[src/rtl/clk_en_sched_pkg.sv]
// Shared defaults, field types and config FSM encoding for the clock-enable scheduler.
package clk_en_sched_pkg;

    localparam int unsigned NUM_CH_DEF = 4;
    localparam int unsigned CNT_W_DEF  = 8;
    localparam int unsigned CH_W_DEF   = $clog2(NUM_CH_DEF);
    localparam int unsigned EXP_W_DEF  = $clog2(CNT_W_DEF);

    typedef logic [CH_W_DEF-1:0]  ch_t;
    typedef logic [EXP_W_DEF-1:0] exp_t;

    typedef enum logic {
        IDLE = 1'b0,
        PEND = 1'b1
    } cfg_state_t;

endpackage

[src/rtl/clk_en_prescaler.sv]
// Free-running prescaler shared by all clock-enable channels; freezes while hold is high.
module clk_en_prescaler #(
    parameter int unsigned CNT_W = 8
) (
    input  logic             cin,
    input  logic             reset,
    input  logic             hold,
    output logic [CNT_W-1:0] cnt
);

    // Wrap-around counter, synchronous active-low clear.
    always_ff @(posedge cin) begin
        if (!reset) begin
            cnt <= '0;
        end else if (!hold) begin
            cnt <= cnt + CNT_W'(1);
        end
    end

endmodule

[src/rtl/clk_en_sched.sv]
// Clock-enable scheduler: per-channel one-cycle strobes at 2^(e+1) cycle periods,
// derived from one shared prescaler, with glitch-free reconfiguration at strike
// boundaries. Optional freeze input enabled by CLK_EN_SCHED_HOLD_EN.
module clk_en_sched
    import clk_en_sched_pkg::*;
#(
    parameter  int unsigned NUM_CH = NUM_CH_DEF,
    parameter  int unsigned CNT_W  = CNT_W_DEF,
    localparam int unsigned CH_W   = $clog2(NUM_CH),
    localparam int unsigned EXP_W  = $clog2(CNT_W)
) (
`ifdef CLK_EN_SCHED_HOLD_EN
    input  logic              hold,
`endif
    input  logic              cin,
    input  logic              reset,
    input  logic              cfg_valid,
    output logic              cfg_ready,
    input  logic [CH_W-1:0]   cfg_ch,
    input  logic [EXP_W-1:0]  cfg_exp,
    input  logic              cfg_on,
    output logic [NUM_CH-1:0] en_o,
    output logic [NUM_CH-1:0] active_o,
    output logic              busy_o
);

    logic             hold_c;
    logic [CNT_W-1:0] cnt;

`ifdef CLK_EN_SCHED_HOLD_EN
    assign hold_c = hold;
`else
    assign hold_c = 1'b0;
`endif

    clk_en_prescaler #(
        .CNT_W (CNT_W)
    ) u_prescaler (
        .cin   (cin),
        .reset (reset),
        .hold  (hold_c),
        .cnt   (cnt)
    );

    cfg_state_t        state_q, state_d;
    logic [CH_W-1:0]   pend_ch_q, pend_ch_d;
    logic [EXP_W-1:0]  pend_exp_q, pend_exp_d;
    logic              pend_on_q, pend_on_d;
    logic [NUM_CH-1:0] active_q, active_d;
    logic [EXP_W-1:0]  exp_q [NUM_CH];
    logic [EXP_W-1:0]  exp_d [NUM_CH];
    logic [NUM_CH-1:0] strike_c;
    logic [NUM_CH-1:0] en_q;

    // True when the low e+1 bits of the prescaler are all ones.
    function automatic logic period_hit(input logic [CNT_W-1:0] c, input logic [EXP_W-1:0] e);
        logic [CNT_W:0] mask;
        mask = ((CNT_W+1)'(1) << (32'(e) + 32'd1)) - (CNT_W+1)'(1);
        return (({1'b0, c} & mask) == mask);
    endfunction

    // Per-channel strike compare against the shared prescaler phase.
    always_comb begin
        strike_c = '0;
        for (int k = 0; k < NUM_CH; k++) begin
            strike_c[k] = active_q[k] && period_hit(cnt, exp_q[k]);
        end
    end

    // Config FSM next state; an active channel changes only on its own strike so
    // the strike in progress still uses the old exponent and is never truncated.
    always_comb begin
        state_d    = state_q;
        pend_ch_d  = pend_ch_q;
        pend_exp_d = pend_exp_q;
        pend_on_d  = pend_on_q;
        active_d   = active_q;
        for (int k = 0; k < NUM_CH; k++) begin
            exp_d[k] = exp_q[k];
        end
        case (state_q)
            IDLE: begin
                if (cfg_valid) begin
                    pend_ch_d  = cfg_ch;
                    pend_exp_d = cfg_exp;
                    pend_on_d  = cfg_on;
                    state_d    = PEND;
                end
            end
            PEND: begin
                if (!hold_c && (!active_q[pend_ch_q] || strike_c[pend_ch_q])) begin
                    active_d[pend_ch_q] = pend_on_q;
                    exp_d[pend_ch_q]    = pend_exp_q;
                    state_d             = IDLE;
                end
            end
            default: state_d = IDLE;
        endcase
    end

    // State, settings and strobe registers.
    always_ff @(posedge cin) begin
        if (!reset) begin
            state_q    <= IDLE;
            pend_ch_q  <= '0;
            pend_exp_q <= '0;
            pend_on_q  <= 1'b0;
            active_q   <= '0;
            en_q       <= '0;
            for (int k = 0; k < NUM_CH; k++) begin
                exp_q[k] <= '0;
            end
        end else begin
            state_q    <= state_d;
            pend_ch_q  <= pend_ch_d;
            pend_exp_q <= pend_exp_d;
            pend_on_q  <= pend_on_d;
            active_q   <= active_d;
            en_q       <= hold_c ? '0 : strike_c;
            for (int k = 0; k < NUM_CH; k++) begin
                exp_q[k] <= exp_d[k];
            end
        end
    end

    assign en_o      = en_q;
    assign active_o  = active_q;
    assign cfg_ready = (state_q == IDLE);
    assign busy_o    = (state_q == PEND);

endmodule

[config.mk]
export PLATFORM = sky130hd
export DESIGN_NAME = clk_en_sched
export DESIGN_NICKNAME = d
export VERILOG_FILES = /design/src/rtl/clk_en_sched_pkg.sv /design/src/rtl/clk_en_prescaler.sv /design/src/rtl/clk_en_sched.sv
export SDC_FILE = /design/constraint.sdc
export NUM_CORES = 1
export LEC_CHECK = 0
export ABC_AREA = 0
export CORE_ASPECT_RATIO = 1.1
export CORE_MARGIN = 2
export CORE_UTILIZATION = 60
export DETAILED_ROUTE_END_ITERATION = 16
export GPL_ROUTABILITY_DRIVEN = 0
export GPL_TIMING_DRIVEN = 0
export PLACE_DENSITY_LB_ADDON = 0.25
export SETUP_SLACK_MARGIN = 0.15
export SLEW_MARGIN = 20
export SYNTH_ARGS = -nofsm -noshare
export SYNTH_HDL_FRONTEND = slang
export SYNTH_SLANG_ARGS = --single-unit
[constraint.sdc]
create_clock -name cin -period 6.1 [get_ports cin]
set_input_delay 0.915 -clock cin [delete_from_list [all_inputs] [get_ports cin]]
set_output_delay 0.915 -clock cin [all_outputs]
set_load 0.01 [all_outputs]
# Word level (Yosys, flattened, before mapping)
# Memory sizes are Yosys's and may differ from the RTL's.
# Index checks and enable logic that the tools add are counted.
dict set report word_totals {
  register_bits 23
  mem_bits_rw 12
  inputBits 9
  output_inout_bits 10
  wordCells 70
  memories 1
}
# name words width read_ports rd_ports_with_merged_regs write_ports line
set mem_list {}
lappend mem_list {exp_q 4 3 4 0 4 clk_en_sched.sv:50} ;# logic [EXP_W-1:0] exp_q [NUM_CH];
dict set report op_classes {
  addsub 9
  order_cmp 4
  n_eq_ne 4
  shift 4
  mux 21
  n_bitwise 10
  reduce_logical 10
}
# cell n
set op_table {}
lappend op_table {{8-bit by 9-bit bitwise AND with 9-bit output} 4}
lappend op_table {{9-bit == test} 4}
lappend op_table {{1-bit by 4-bit left shift with 9-bit output, first input constant} 4}
lappend op_table {{9-bit by 2-bit subtractor with 9-bit output, second input constant} 4}
lappend op_table {{12-bit two-way mux} 2}
lappend op_table {{3-bit by 1-bit adder with 4-bit output, second input constant} 4}
lappend op_table {{3-bit two-way mux} 5}
lappend op_table {{12-bit bitwise mux} 1}
lappend op_table {{8-bit by 1-bit adder with 8-bit output, second input constant} 1}
lappend op_table {{1-bit two-way mux} 7}
lappend op_table {{3-bit demux with 2-bit select} 1}
lappend op_table {{1-bit logical AND} 6}
lappend op_table {{1-bit binary-select mux with 2-bit select} 2}
lappend op_table {{4-bit bitwise mux} 1}
lappend op_table {{1-bit bitwise OR} 4}
lappend op_table {{2-bit AND reduction} 2}
lappend op_table {{3-bit >= comparator, second input constant} 1}
lappend op_table {{2-bit by 3-bit < comparator with 1-bit output, second input constant} 1}
lappend op_table {{3-bit by 1-bit < comparator with 1-bit output, second input constant} 1}
lappend op_table {{2-bit NOT with 3-bit output} 1}
lappend op_table {{1-bit demux with 2-bit select} 1}
lappend op_table {{2-bit by 1-bit >= comparator with 1-bit output, second input constant} 1}
lappend op_table {{1-bit one-hot mux with 2 select lines} 1}
lappend op_table {{1-bit logical NOT} 1}
lappend op_table {{2 further kinds} 2}

# Longest topological paths before layout
# An unclocked memory read counts as a cell.
dict set report depth {
  ltp_word 13
  ltp_mapped 12
  mapped_depth_nobuf 11
}

# Hierarchy
# Synthesis repeated with hierarchy kept, for this count alone.
dict set report unflattened {
  cells_unflattened 290
  hier_area_um2 2324.7
}
# module n_inst cells_each area_each_um2 seq_area_each_um2
set modules_own_cells {}
lappend modules_own_cells {clk_en_sched 1 254 1951.9 540.5}
lappend modules_own_cells {clk_en_prescaler 1 36 372.9 160.2}

# Least setup slack after synthesis
# No wires, ideal clock.
dict set report synth_path {
  path_type {reg2reg}
  start {memory exp_q[2][1] (netlist bit)}
  end {register state_q, in the netlist busy_o}
  setup_ps 117
  t_arrival_ps 2612
  required_time_ps 5983
  setup_slack_ps 3371
  stages_incl_launch_ff 12
  n_path_buf 1
  synth_period_minus_slack_ps 2729
  cell_sequence {dfxtp_1 > buf_2 > nand2_1 > inv_1 > ha_1 > nand2_1 > ha_1 > and3_2 > or4_4 > nor4_4 > a41oi_1 > a32o_2}
}
# item line
set synth_lines {}
lappend synth_lines {{from (decl)} clk_en_sched.sv:50}
lappend synth_lines {{to (signal assigned)} clk_en_sched.sv:114} ;# state_q <= state_d;
lappend synth_lines {{to (decl)} clk_en_sched.sv:45} ;# cfg_state_t state_q, state_d;

==> impl_metrics.toml <==
[synth]
yosysSeqAreaShare_pct = 32.43
postSynthCellCount = 254
synth_commonest_cells = "dfxtp_1, nor2_1, nand2_1"
synth-edff-count = 0
syn_avg_cell_area_sq_um = 8.507
yosysMostFrequentCell = "dfxtp_1"
synthDistinctLibCells = 56
synth-seq-cells = 35
synth_ff_type = "dfxtp_1"
synth_top_area_share_pct = 32.43
yosys_warnings = 0
netlist_top_cells_area = "dfxtp_1, mux2i_1, nor2_1, nand2_1, ha_1"
synth_top_area_cell = "dfxtp_1"
synthArstFlopShare_pct = 0
syn_area_sq_mm = 0.002161

[drt]
met3_length_um = 292
vias_per_cell = 5.888
drtPass1Iterations = 4
wl_mm = 4.909
met2_length_mm = 2.428
detail-route-antenna-nets = 0
routed.top_layer = "met4"
num_vias = 1943
wl_per_cell_um = 14.88
wl_met1_mm = 2.140
drtIter0Drc = 87
post-route-drc-count = 0

[timing]
drv_slew = 0
worstMarginPinSlew_ps = 656.3
hold_viol = 0
max_freq_mhz = 332.4
setup_violations = 0
final.period_utilization_pct = 49.32
slew_headroom_pct = 56.04
fin_setup_tns_ps = 0
fin_crit_ps = 3008
rsz0062_at_grt = "false"
finalClockSkew_ps = 10.83

[clocking]
cts_hold_buf = 0
cts.htree.levels = 2
clk_path_buf_depth = 2
clock_sinks = 35
root_buffer = "clkbuf_4"
path_clk_slew_ps = 110
ctsResizeCount = 0
cts_setup_buffers = 0
cts_tree = "yes"
clk_latency_ps = 350
cts_buffers = 5

[critical_path]
critPathMaxFanout = 10
start_kind = "flip-flop"
cp_num_buf_inv = 2
crit_slowest_cell = "or4_4"
cp.required_ps = 6350
arrival_ps = 3260
crit_path_end_kind = "flip-flop"
path_delay_family = "simple AND/OR/NAND/NOR gates"
critPathMaxStageDelay_ps = 540
path_cells = "buf_2, nand2_1, inv_1, ha_1, nand2_1, ha_1, and3_2, or4_4, nor4_4, a41oi_1, a32o_2"
worstSetupPathType = "reg -> reg"

[flow_run]
cap_violations = 0

[floorplanning]
core-area_sq_mm = 0.003386
die_area_sq_mm = 0.004098
io_pins = 19
rows = 22
initial_core_util_pct = 63.82
dieWidth_um = 61.22
die_h_um = 66.94

[power]
combPwrFrac_pct = 10.2
p_total_w = 0.0004141
ir_drop_v = 0.0001866
leakage_nw = 0.9904
p_switching_w = 0.0001163
p_clk_share_pct = 31.8
seqPwrFrac_pct = 58.1
p_int_w = 0.0002978
power.density_mw_per_mm2 = 167.9
sw_frac_of_total_pct = 28.08

[finish]
stdcell_area_sq_mm = 0.002466
stdcell_count = 330
area_growth_pct = 14.13
final_layout_size_suffix_gt1_share_pct = 11.35
nets = 297
diodes = 0

[place]
dp.cells = 322
placed_area_sq_mm = 0.002409
portBuffers = 18
dp_hpwl_mm = 3.661

[global_route]
grt_pass1_wl_mm = 8.259
track_usage_pct = 27.19
grt_max_degree = 13
first_global_vias = 1845
grt_overflow = 0
antenna_found_initial = 0

[status]
status = "finished clean"

[min_path]
hold_class = "reg -> reg"
==> power groups by stage <==
stage,clock network (W),logic [W],registers (W)
after floorplan,0,0.0000282,0.000243
after global placement,0,0.0000410,0.000245
after detailed placement,0,0.0000420,0.000245
after CTS,0.000132,0.0000421,0.000240
after global routing,0.000141,0.0000464,0.000241
final,0.000132,0.0000421,0.000240
==> registers in the layout, summed over array words and instances (netlist names) <==
register,flops
active_o,4
busy_o,1
en_o,4
pend_ch_q,2
pend_on_q,1
exp_q,12
u_prescaler.cnt,8
pend_exp_q,3
==> path summary, 6_finish.rpt <==
path,from,end,slack [ps],cells past startpoint
setup / recovery,exp_q[2][1],busy_o,3090,11
hold / removal,pend_exp_q[1],pend_exp_q[1],530,2
setup reg to reg,exp_q[2][1],busy_o,3090,11
hold reg to reg,pend_exp_q[1],pend_exp_q[1],530,2
==> area by class of cell <==
type	count	area, sq um
Clock inverter	3	20.02
Tap cell	48	60.06
Fill cell	271	919.6
Buffer	17	81.33
Inverter	10	37.54
Multi-Input combinational cell	194	1349
Timing Repair Buffer	18	180.2
Clock buffer	5	37.54
Sequential cell	35	700.7
==> worst min-delay path, stage by stage, from the launching register on <==
cell and delay (ps):
dfxtp_1 360, mux2i_1 70, nor2_1 70
==> cell families after synthesis <==
group	share of synthesized area, %
flip-flops	32.43
AND/OR/NAND/NOR	24.49
AO/OA/AOI/OAI	17.95
other	0.1735
multiplexers	11.70
buffers and inverters	5.500
adder cells (fa/ha/maj)	4.516
XOR/XNOR	3.243
==> layer usage <==
metal	vias to the layer above	global-route usage (%)
met5	-	0
met4	0	8.967
met3	6	5.631
met2	60	44.41
met1	918	34.99
li1	959	-
==> layout by cell type (no fill, tap or decap), types with 4 or more instances in the layout <==
cell type         n
inv_1             8
nor2_1           30
mux2i_1          23
nor3_1            5
dfxtp_1          35
o21ai_0           6
nor2b_1           4
clkbuf_1          8
buf_2             7
or3_1             4
nand2_1          27
nand2b_1          5
nand3_1           7
ha_1              7
clkdlybuf4s50_1  18
clkbuf_4          5
and3_1            5
xnor2_1           6
a21oi_1          10
==> through the flow <==
| stage | util, % | setup slack [ps] | hold slack [ps] |
|---|---|---|---|
| 6_report | 72.84 | 3092 | 527.7 |
| 5_1_grt | 72.84 | 2881 | 551.8 |
| 4_1_cts | 72.84 | 3099 | 529.7 |
| 3_5_place_dp | 71.14 | 3107 | 509.6 |
| 3_3_place_gp | 71.14 | 3161 | 497.6 |
| 2_1_floorplan | - | 3371 | 466.7 |
No activity file was read; power rests on OpenSTA's default activity.
